[src/rtl/ifetch_multi_pkg.sv]
// Shared fetch-stage types: decode packet, NOP encoding and the fetch-queue FSM states.
package ifetch_multi_pkg;

  localparam int XLEN = 32;
  localparam logic [31:0] NOP = 32'h0000_0013;

  typedef struct packed {
    logic            valid;
    logic [31:0]     inst;
    logic [XLEN-1:0] npc;
    logic [XLEN-1:0] pc;
  } IF_ID_PACKET;

  typedef enum logic [1:0] {
    FETCH = 2'd0,
    MISS  = 2'd1,
    FULL  = 2'd2
  } IFQ_STATE;

  // An 8-byte block holds two instructions, except when fetch starts at its upper word.
  function automatic logic [1:0] block_count(input logic pc_bit2);
    return pc_bit2 ? 2'd1 : 2'd2;
  endfunction

endpackage

[src/rtl/ifq_prio_sel.sv]
// Fixed-priority redirect arbiter: the lowest set request index wins and supplies the new PC.
module ifq_prio_sel
  import ifetch_multi_pkg::*;
#(
  parameter int NUM_REDIRECT = 3
) (
  input  logic [NUM_REDIRECT-1:0]           req,
  input  logic [NUM_REDIRECT-1:0][XLEN-1:0] target,
  output logic [NUM_REDIRECT-1:0]           gnt,
  output logic                              any_req,
  output logic [XLEN-1:0]                   sel_pc
);

  // Scan from the lowest priority upward so the highest-priority request overwrites last.
  always_comb begin
    gnt    = '0;
    sel_pc = '0;
    for (int i = NUM_REDIRECT - 1; i >= 0; i--) begin
      if (req[i]) begin
        gnt    = '0;
        gnt[i] = 1'b1;
        sel_pc = target[i];
      end
    end
  end

  assign any_req = |req;

endmodule

[src/rtl/ifetch_multi.sv]
// Multi-instruction fetch stage: fetches 8-byte icache blocks into a circular fetch queue
// and presents the oldest FETCH_WIDTH entries to decode; redirects flush and retarget.
module ifetch_multi
  import ifetch_multi_pkg::*;
#(
  parameter int FETCH_WIDTH  = 2,
  parameter int QUEUE_DEPTH  = 8,
  parameter int NUM_REDIRECT = 3,
  localparam int DEQ_W = $clog2(FETCH_WIDTH + 1),
  localparam int CNT_W = $clog2(QUEUE_DEPTH + 1),
  localparam int PTR_W = $clog2(QUEUE_DEPTH)
) (
  input  logic                              clock,
  input  logic                              reset,
  input  logic [NUM_REDIRECT-1:0]           redirect_req,
  input  logic [NUM_REDIRECT-1:0][XLEN-1:0] redirect_pc,
  input  logic                              stall,
  input  logic [63:0]                       Icache2proc_data,
  input  logic                              Icache2proc_data_valid,
  output logic [XLEN-1:0]                   proc2Icache_addr,
  output IF_ID_PACKET [FETCH_WIDTH-1:0]     if_packet,
  input  logic [DEQ_W-1:0]                  deq_count,
  output logic [CNT_W-1:0]                  queue_count,
  output logic [NUM_REDIRECT-1:0]           gnt_debug,
  output logic [XLEN-1:0]                   PC_reg_debug
);

  logic [XLEN-1:0]         pc_q, pc_d;
  IFQ_STATE                state_q, state_d;
  logic [PTR_W-1:0]        rd_ptr_q, wr_ptr_q;
  logic [CNT_W-1:0]        count_q;
  logic [NUM_REDIRECT-1:0] gnt, gnt_q;
  logic                    redirect;
  logic [XLEN-1:0]         redirect_target;

  logic [31:0]             inst_mem [QUEUE_DEPTH];
  logic [XLEN-1:0]         pc_mem   [QUEUE_DEPTH];

  logic [1:0]              blk_cnt;
  logic [CNT_W-1:0]        free_slots;
  logic                    has_room;
  logic                    enq;
  logic [CNT_W-1:0]        deq_req;
  logic [CNT_W-1:0]        deq_eff;
  logic [CNT_W-1:0]        enq_n;
  logic [XLEN-1:0]         next_block_pc;

  ifq_prio_sel #(
    .NUM_REDIRECT(NUM_REDIRECT)
  ) u_prio_sel (
    .req     (redirect_req),
    .target  (redirect_pc),
    .gnt     (gnt),
    .any_req (redirect),
    .sel_pc  (redirect_target)
  );

  // Room is judged on the occupancy before this cycle's dequeue, so freed slots are not reused until next cycle.
  assign blk_cnt       = block_count(pc_q[2]);
  assign free_slots    = CNT_W'(QUEUE_DEPTH) - count_q;
  assign has_room      = free_slots >= CNT_W'(blk_cnt);
  assign enq           = Icache2proc_data_valid && !stall && !redirect && has_room;
  assign deq_req       = CNT_W'(deq_count);
  assign deq_eff       = (deq_req < count_q) ? deq_req : count_q;
  assign enq_n         = enq ? CNT_W'(blk_cnt) : '0;
  assign next_block_pc = {pc_q[XLEN-1:3] + (XLEN-3)'(1), 3'b000};

  always_comb begin
    pc_d = pc_q;
    if (redirect) begin
      pc_d = redirect_target;
    end else if (enq) begin
      pc_d = next_block_pc;
    end
  end

  // The FSM only tracks why fetch is idle; enqueue decisions come straight from the room/valid checks.
  always_comb begin
    state_d = state_q;
    if (redirect) begin
      state_d = FETCH;
    end else begin
      case (state_q)
        FETCH: begin
          if (!Icache2proc_data_valid) begin
            state_d = MISS;
          end else if (!has_room) begin
            state_d = FULL;
          end
        end
        MISS: begin
          if (Icache2proc_data_valid) begin
            state_d = FETCH;
          end
        end
        FULL: begin
          if (has_room) begin
            state_d = FETCH;
          end
        end
        default: state_d = FETCH;
      endcase
    end
  end

  always_ff @(posedge clock or negedge reset) begin
    if (!reset) begin
      pc_q     <= '0;
      state_q  <= FETCH;
      gnt_q    <= '0;
      rd_ptr_q <= '0;
      wr_ptr_q <= '0;
      count_q  <= '0;
    end else begin
      pc_q    <= pc_d;
      state_q <= state_d;
      gnt_q   <= gnt;
      if (redirect) begin
        rd_ptr_q <= '0;
        wr_ptr_q <= '0;
        count_q  <= '0;
      end else begin
        rd_ptr_q <= rd_ptr_q + PTR_W'(deq_eff);
        wr_ptr_q <= wr_ptr_q + PTR_W'(enq_n);
        count_q  <= count_q - deq_eff + enq_n;
      end
    end
  end

  // Queue storage needs no reset: the occupancy count alone decides which entries are live.
  always_ff @(posedge clock) begin
    if (enq) begin
      inst_mem[wr_ptr_q] <= pc_q[2] ? Icache2proc_data[63:32] : Icache2proc_data[31:0];
      pc_mem[wr_ptr_q]   <= {pc_q[XLEN-1:2], 2'b00};
      if (!pc_q[2]) begin
        inst_mem[wr_ptr_q + PTR_W'(1)] <= Icache2proc_data[63:32];
        pc_mem[wr_ptr_q + PTR_W'(1)]   <= {pc_q[XLEN-1:3], 3'b100};
      end
    end
  end

  always_comb begin
    for (int i = 0; i < FETCH_WIDTH; i++) begin
      if_packet[i].valid = 1'b0;
      if_packet[i].inst  = NOP;
      if_packet[i].npc   = '0;
      if_packet[i].pc    = '0;
      if (CNT_W'(i) < count_q) begin
        if_packet[i].valid = 1'b1;
        if_packet[i].inst  = inst_mem[rd_ptr_q + PTR_W'(i)];
        if_packet[i].pc    = pc_mem[rd_ptr_q + PTR_W'(i)];
        if_packet[i].npc   = pc_mem[rd_ptr_q + PTR_W'(i)] + XLEN'(4);
      end
    end
  end

  // gnt_debug reports the redirect taken on the most recent clock edge, alongside the PC it loaded.
  assign proc2Icache_addr = {pc_q[XLEN-1:3], 3'b000};
  assign queue_count      = count_q;
  assign gnt_debug        = gnt_q;
  assign PC_reg_debug     = pc_q;

endmodule

[config.mk]
export PLATFORM = sky130hd
export DESIGN_NAME = ifetch_multi
export DESIGN_NICKNAME = d
export VERILOG_FILES = /design/src/rtl/ifetch_multi_pkg.sv /design/src/rtl/ifq_prio_sel.sv /design/src/rtl/ifetch_multi.sv
export SDC_FILE = /design/constraint.sdc
export NUM_CORES = 1
export LEC_CHECK = 0
export ABC_AREA = 0
export BUFFER_PORTS_ARGS = -buffer_cell sky130_fd_sc_hd__buf_2
export CAP_MARGIN = 0
export CELL_PAD_IN_SITES_DETAIL_PLACEMENT = 1
export CELL_PAD_IN_SITES_GLOBAL_PLACEMENT = 2
export CORE_UTILIZATION = 41
export DETAILED_ROUTE_END_ITERATION = 10
export PLACE_DENSITY_LB_ADDON = 0.1
export SETUP_SLACK_MARGIN = 0.5
export SKIP_LAST_GASP = 1
export SYNTH_ARGS = -nofsm -noshare
export SYNTH_HDL_FRONTEND = slang
export SYNTH_HIERARCHICAL = 1
export SYNTH_SLANG_ARGS = --single-unit
[constraint.sdc]
create_clock -name clock -period 5.3 [get_ports clock]
set_clock_uncertainty 0.05 [all_clocks]
set_input_delay 0.795 -clock clock [delete_from_list [all_inputs] [get_ports clock]]
set_output_delay 0.795 -clock clock [all_outputs]
set_load 0.1 [all_outputs]
==> results of run 1 <==
## per-stage QoR
step	util [%]	worst slack, ps	power, µW
2_1_floorplan	-	60.1	8080
3_3_place_gp	45.8	493	8990
3_5_place_dp	45.8	433	9040
4_1_cts	49.3	337	13600
5_1_grt	49.9	256	14000
6_report	49.9	346	13600
## cell families (layout without fill, tap and decap cells)
family,Yosys count,after routing,synth area share [%]
AND/OR/NAND/NOR,824,826,13.0
AO/OA/AOI/OAI,169,169,3.54
flip-flops,541,541,46.9
other,1,20,0.0110
XOR/XNOR,71,71,1.87
adder cells (fa/ha/maj),20,20,0.824
multiplexers,661,661,29.0
buffers and inverters,293,720,4.94
## Yosys cell counts, types with 33 or more instances
master | instances | area [µm²]
sky130_fd_sc_hd__mux2_2 | 239 | 2690
sky130_fd_sc_hd__o21ai_0 | 36 | 180
sky130_fd_sc_hd__nand3b_1 | 39 | 293
sky130_fd_sc_hd__xnor2_1 | 36 | 315
sky130_fd_sc_hd__nand2_1 | 188 | 706
sky130_fd_sc_hd__dfrtp_1 | 45 | 1130
sky130_fd_sc_hd__nor2b_1 | 241 | 1510
sky130_fd_sc_hd__mux2_1 | 67 | 754
sky130_fd_sc_hd__clkbuf_1 | 128 | 480
sky130_fd_sc_hd__a21oi_1 | 43 | 215
sky130_fd_sc_hd__xor2_1 | 33 | 289
sky130_fd_sc_hd__mux4_2 | 226 | 5090
sky130_fd_sc_hd__a21oi_2 | 58 | 508
sky130_fd_sc_hd__mux2i_1 | 128 | 1280
sky130_fd_sc_hd__nor2_1 | 167 | 627
sky130_fd_sc_hd__buf_2 | 35 | 175
sky130_fd_sc_hd__edfxtp_1 | 488 | 14700
sky130_fd_sc_hd__buf_4 | 52 | 390
## critical path, stage by stage (launching register included)
cell,delay [ps]
sky130_fd_sc_hd__dfrtp_4,510
sky130_fd_sc_hd__ha_4,300
sky130_fd_sc_hd__buf_6,140
sky130_fd_sc_hd__buf_8,120
sky130_fd_sc_hd__mux2i_1,110
sky130_fd_sc_hd__mux4_2,520
sky130_fd_sc_hd__or4_4,540
sky130_fd_sc_hd__nand4b_4,270
sky130_fd_sc_hd__buf_4,190
sky130_fd_sc_hd__nor4_2,290
sky130_fd_sc_hd__xor2_1,220
sky130_fd_sc_hd__nor2_2,70
sky130_fd_sc_hd__buf_12,220
## power by group
group | internal (µW) | switching (µW)
Sequential | 4710 | 136
Combinational | 1150 | 3150
Clock | 2580 | 1890
## per-layer routing
metal	vias to the layer above	wire length (µm)	track usage, %
met2	910	58900	47.0
met3	144	7890	4.47
met4	0	2280	6.72
li1	10400	-	-
met1	12600	51400	38.2
met5	-	0	0
## sequential cells by signal, indices dropped and copies added (netlist names)
register,flops
gnt_debug,3
wr_ptr_q,3
rd_ptr_q,3
queue_count,4
PC_reg_debug,32
pc_mem,240
inst_mem,256
## how the worst max path moves through the flow
stage / start / endpoint / slack [ps] / cells past startpoint
final: rd_ptr_q[0]$_DFF_PN0_ / if_packet[157] / 350 / 12
after global placement: rd_ptr_q[0]$_DFF_PN0_ / if_packet[160] / 490 / 10
after CTS: rd_ptr_q[0]$_DFF_PN0_ / if_packet[160] / 340 / 11
after floorplan: rd_ptr_q[0]$_DFF_PN0_ / if_packet[56] / 60 / 13
after global routing: rd_ptr_q[0]$_DFF_PN0_ / if_packet[158] / 260 / 13
after detailed placement: rd_ptr_q[0]$_DFF_PN0_ / if_packet[160] / 430 / 10
## layout by cell type, fill, tap and decap left out, drive strengths merged, types with 81 or more instances in the layout
cell type / count
buf: 568
edfxtp: 488
mux2: 306
nor2b: 241
mux4: 227
nand2: 189
nor2: 167
mux2i: 128
a21oi: 101
clkbuf: 81
## final cells by class
class	instances	area, µm²
Fill cell	8299	41100
Multi-Input combinational cell	1758	17100
Sequential cell	541	16000
Timing Repair Buffer	573	4330
Clock buffer	79	1720
Tap cell	1070	1340
Clock inverter	38	364
Inverter	30	140
Antenna cell	9	22.5
## timing repair
item	4_1_cts	5_1_grt
endpoints found under the setup margin	65	31
buffers inserted	35	28
gates resized for setup	83	42
pin swaps	12	23
gates cloned	5	2
==> out/metrics.cfg, run 1 <==
[floorplan]
effective_utilization_at_floorplan_pct=41.4
fp.dieH_um=290
core_region_area_mm2=0.0821
num_rows=105
die_width_um=290
ioPinCount=434
die_area_mm2=0.0841

[layout]
area_delta_synth_final_pct=20.5
post-route-cell-area_mm2=0.0410
layoutNonFillerInstCount=4098
layout-drive-gt1-share_pct=44.7
nNetsFinal=3160

[clock_network]
reg_clk_slew_reported_paths_ps=60
clock_latency_ps=610
cts_made_buffers=67
cts-htree-levels=3
cts_num_sinks=541
post_cts_hold_buffer_count=0
clock_tree_buffer_depth=3
cts_tree=done
clock_tree.root_cell=sky130_fd_sc_hd__clkbuf_16

[logic_synthesis]
ys_types=80
synthesis.instances=2580
seq_area_frac_synth_pct=46.9
post_synth_edffs=488
post_synth_instance_area_mm2=0.0340
yosys_most_used_dff=sky130_fd_sc_hd__edfxtp_1
postSynthAreaPerCell_um2=13.2
syn_warnings=6
yosys_register_bits=541
synthArstFlopShare_pct=8.32

[timing]
worst_hold_slack_across_all_endpoints_ps=241
fin_setup_tns_ps=0
minimum_clock_period_after_layout_ps=4950
rsz0062_at_grt=yes
worst-slew-pin-transition_ps=1040
achievable-frequency_ghz=0.202
setup_viol_count_final=0
timing.final.max_slew_violations=0
period_share_pct=93.5
hold_violations=0
relSlewSlack_pct=30.9

[global_route]
grt_start_max_net_pins=68
track_usage_pct=28.1
grt_first_pass_wirelength_mm=174
first_global_vias=25900
grt.overflow.total=0
antenna_found_initial=8

[critical_path]
critPathArrivalTime_ps=4110
worst_reg2reg_endpoint=inst_mem[5][18]$_DFFE_PP_
critical_path_class=reg -> out
endpoint_kind=output port
timing.critical_path.required_ps=4450
crit_path_start_kind=flop
r2r_slack_ps=1170
reg2reg_depth=10
reg2reg_from=queue_count[1]$_DFF_PN0_
cp_max_fo=7

[placement]
placedInstanceArea_mm2=0.0376
dp_wirelength_mm=75.6
place.gp.congestion=0.841
buffers_added_on_ports=422
place.detailed.instances=3902

[routing]
first_iter_violations=1737
antenna_left=0
wl_per_cell_um=29.4
route.vias.total=24100
firstDrtPassIters=7
routed_vias_inst=5.88
routed_wire_length_mm=120
drc_viols=0

[pwr]
worst_ir_drop_vdd_v=0.000173
p_leak_uw=0.0147
powerDensity_mw_per_mm2=332

[job]
maxCapViolCount=0

[min_path]
holdCritPathClass=in -> async

[status]
run_status=finished, final reports clean

Note: power is estimated with default switching activity, not from simulation.
==> run 2, diff against run 1 <==
--- a/config.mk
+++ b/config.mk
@@ -6,13 +6,14 @@
 export NUM_CORES = 1
 export LEC_CHECK = 0
 export ABC_AREA = 0
-export BUFFER_PORTS_ARGS = -buffer_cell sky130_fd_sc_hd__buf_2
+export BUFFER_PORTS_ARGS = -buffer_cell sky130_fd_sc_hd__clkbuf_2
 export CAP_MARGIN = 0
 export CELL_PAD_IN_SITES_DETAIL_PLACEMENT = 1
 export CELL_PAD_IN_SITES_GLOBAL_PLACEMENT = 2
 export CORE_UTILIZATION = 41
 export DETAILED_ROUTE_END_ITERATION = 10
-export PLACE_DENSITY_LB_ADDON = 0.1
+export PLACE_DENSITY = 0.84
+export RECOVER_POWER = 50
 export SETUP_SLACK_MARGIN = 0.5
 export SKIP_LAST_GASP = 1
 export SYNTH_ARGS = -nofsm -noshare
==> run 2 against run 1 <==
Setup slack lost 47 ps. Final area shrank 1.3%. Utilization shrank 0.64 points. Non-clock buffer count shrank 6. The run now ends with max-capacitance violations, max-slew violations left. Sequential power is essentially flat. Combinational power is essentially flat.
==> out/metrics.cfg, run 2 (synthesis gave the netlist of run 1 again) <==
[status]
run_status=finished with violations  ; was finished, final reports clean
violated_checks=max-capacitance violations, max-slew violations

[clock_network]
clock_latency_ps=650  ; was 610 ps
reg_clk_slew_reported_paths_ps=60  ; about the same
cts-htree-levels=2  ; was 3
cts_tree=done  ; unchanged
cts_made_buffers=60  ; was 67
clock_tree_buffer_depth=3  ; unchanged
clock_tree.root_cell=sky130_fd_sc_hd__clkbuf_16  ; unchanged
post_cts_hold_buffer_count=0  ; unchanged
cts_num_sinks=541  ; unchanged

[placement]
place.gp.congestion=0.838  ; was 0.841
buffers_added_on_ports=422  ; unchanged
dp_wirelength_mm=75.3  ; was 75.6 mm

[global_route]
grt_first_pass_wirelength_mm=172  ; was 174 mm
grt-busiest-layer=met2  ; unchanged
global_route.usage.met1_pct=36.2  ; was 38.2%
first_global_vias=26000  ; was 25900
global_route.usage.met3_pct=4.79  ; was 4.47%
globalRouteMet2Util_pct=45.9  ; was 47.0%
grt.overflow.total=0  ; unchanged
track_usage_pct=27.5  ; was 28.1%
antenna_found_initial=7  ; was 8
grt_start_max_net_pins=68  ; unchanged

[routing]
routed_vias_inst=6.04  ; was 5.88
antenna_left=0  ; unchanged
routed_wire_length_mm=119  ; was 120 mm
drc_viols=0  ; unchanged
route.vias.total=24600  ; was 24100
wl_per_cell_um=29.1  ; was 29.4 µm
firstDrtPassIters=5  ; was 7
first_iter_violations=2150  ; was 1737

[floorplan]
num_rows=105  ; unchanged
effective_utilization_at_floorplan_pct=41.4  ; unchanged
die_width_um=290  ; unchanged
fp.dieH_um=290  ; unchanged
die_area_mm2=0.0841  ; unchanged
ioPinCount=434  ; unchanged
core_region_area_mm2=0.0821  ; unchanged

[timing]
setup_viol_count_final=0  ; unchanged
fin_setup_tns_ps=0  ; unchanged
timing.final.max_slew_violations=294  ; was 0
relSlewSlack_pct=-99.7  ; was 30.9%
period_share_pct=94.4  ; was 93.5%
worst-slew-pin-transition_ps=3000  ; was 1040 ps
achievable-frequency_ghz=0.200  ; was 0.202 GHz
hold_violations=0  ; unchanged
minimum_clock_period_after_layout_ps=5000  ; was 4950 ps
rsz0062_at_grt=yes  ; unchanged

[critical_path]
cp_max_fo=6  ; was 7
crit_path_start_kind=flop  ; unchanged
critical_path_class=reg -> out  ; unchanged
reg2reg_from=queue_count[1]$_DFF_PN0_  ; unchanged
cp-startpoint=rd_ptr_q[0]$_DFF_PN0_  ; unchanged
r2r_slack_ps=450  ; was 1170 ps
endpoint_kind=output port  ; unchanged
critPathArrivalTime_ps=4160  ; was 4110 ps
timing.critical_path.required_ps=4450  ; about the same

[layout]
nNetsFinal=3149  ; was 3160
largest_register_ffs=256  ; unchanged
most_frequent_cells_in_the_layout=sky130_fd_sc_hd__edfxtp_1, sky130_fd_sc_hd__clkbuf_2, sky130_fd_sc_hd__mux2_2, sky130_fd_sc_hd__nor2b_1, sky130_fd_sc_hd__mux4_2  ; was sky130_fd_sc_hd__edfxtp_1, sky130_fd_sc_hd__buf_2, sky130_fd_sc_hd__mux2_2, sky130_fd_sc_hd__nor2b_1, sky130_fd_sc_hd__mux4_2
layout.cells.most_common=sky130_fd_sc_hd__edfxtp_1  ; unchanged
layout-drive-gt1-share_pct=40.9  ; was 44.7%
post_route_utilization_pct=49.3  ; was 49.9%
area_delta_synth_final_pct=19.0  ; was 20.5%
filler_cell_count=8284  ; was 8299
top_register_by_number_of_flip_flops=inst_mem  ; unchanged

[pwr]
power_frac_comb_pct=32.5  ; was 31.6%
p_leak_uw=0.0142  ; was 0.0147 µW
sequential_cell_fraction_of_total_power_pct=36.4  ; was 35.6%
powerDensity_mw_per_mm2=329  ; was 332 mW/mm²
power.internal_uw=8150  ; was 8440 µW
worst_ir_drop_vdd_v=0.000263  ; was 0.000173 V
power.clock.fraction_pct=31.1  ; was 32.8%
switching_share_pct=38.7  ; was 38.0%
switchingPower_uw=5150  ; was 5180 µW

[min_path]
min_from=redirect_pc[87]
holdCritPathClass=in -> reg  ; was in -> async

[job]
maxCapViolCount=8  ; was 0

run 2: path summary, 6_finish.rpt:
path                                                 to  cells past startpoint
min in group asynchronous  PC_reg_debug[27]$_DFFE_PN0P_                      2
min                        PC_reg_debug[23]$_DFFE_PN0P_                      5
min reg2reg                   pc_mem[0][0]$_SDFFE_PP1P_                      2
max                                      if_packet[153]                     12
max in group asynchronous         rd_ptr_q[2]$_DFF_PN0_                      2
max reg2reg                     pc_mem[6][15]$_DFFE_PP_                     11
run 2: what timing repair did:
| action | in CTS | in global routing |
|---|---|---|
| pin swaps | 15 | 19 |
| setup endpoints to repair | 78 | 65 |
| gates cloned | 6 | 3 |
| resized for setup | 105 | 62 |
| hold endpoints to repair | 0 | 0 |
| buffers inserted | 38 | 17 |
run 2: per-layer routing:
layer	vias up	share of wire (%)
li1	10400	-
met1	12800	40
met2	1206	48
met3	230	8.5
met4	0	3.2
met5	-	0
run 2: layout make-up:
| cell class | count | area [µm²] | area share, % |
|---|---|---|---|
| Antenna cell | 4 | 10.0 | 0.0248 |
| Clock inverter | 34 | 308 | 0.761 |
| Sequential cell | 541 | 16000 | 39.4 |
| Clock buffer | 78 | 1600 | 3.95 |
| Timing Repair Buffer | 567 | 4010 | 9.92 |
| Inverter | 30 | 140 | 0.347 |
| Multi-Input combinational cell | 1760 | 17100 | 42.2 |
| Tap cell | 1070 | 1340 | 3.31 |
run 2: power groups by stage:
stage | sequential, µW | clock, µW | combinational (µW)
2_1_floorplan | 5040 | 0 | 3040
3_3_place_gp | 4920 | 0 | 4010
3_5_place_dp | 4920 | 0 | 4060
4_1_cts | 4830 | 4190 | 4230
5_1_grt | 4840 | 4320 | 4460
6_report | 4840 | 4140 | 4330
run 2: metrics by stage:
stage | setup slack (ps) | hold WS [ps] | instances | area [µm²] | power [µW]
3_3_place_gp | 518 | 446 | 3904 | 37400 | 8920
3_5_place_dp | 423 | 449 | 3904 | 37400 | 8980
5_1_grt | 199 | 488 | 4083 | 40400 | 13600
6_report | 299 | 461 | 4084 | 40400 | 13300
4_1_cts | 340 | 206 | 4060 | 40300 | 13300
2_1_floorplan | 60.1 | 406 | 2590 | 34300 | 8080
run 2: critical path, cell delays in order (launching register included):
cell and delay (ps):
sky130_fd_sc_hd__dfrtp_4 520, sky130_fd_sc_hd__ha_4 320, sky130_fd_sc_hd__buf_12 150, sky130_fd_sc_hd__buf_16 130
sky130_fd_sc_hd__mux2i_1 110, sky130_fd_sc_hd__mux4_2 510, sky130_fd_sc_hd__or4_4 560, sky130_fd_sc_hd__nand4b_4 220
sky130_fd_sc_hd__buf_6 180, sky130_fd_sc_hd__nor4_4 260, sky130_fd_sc_hd__xor2_1 240, sky130_fd_sc_hd__nor2_2 80
sky130_fd_sc_hd__buf_12 210
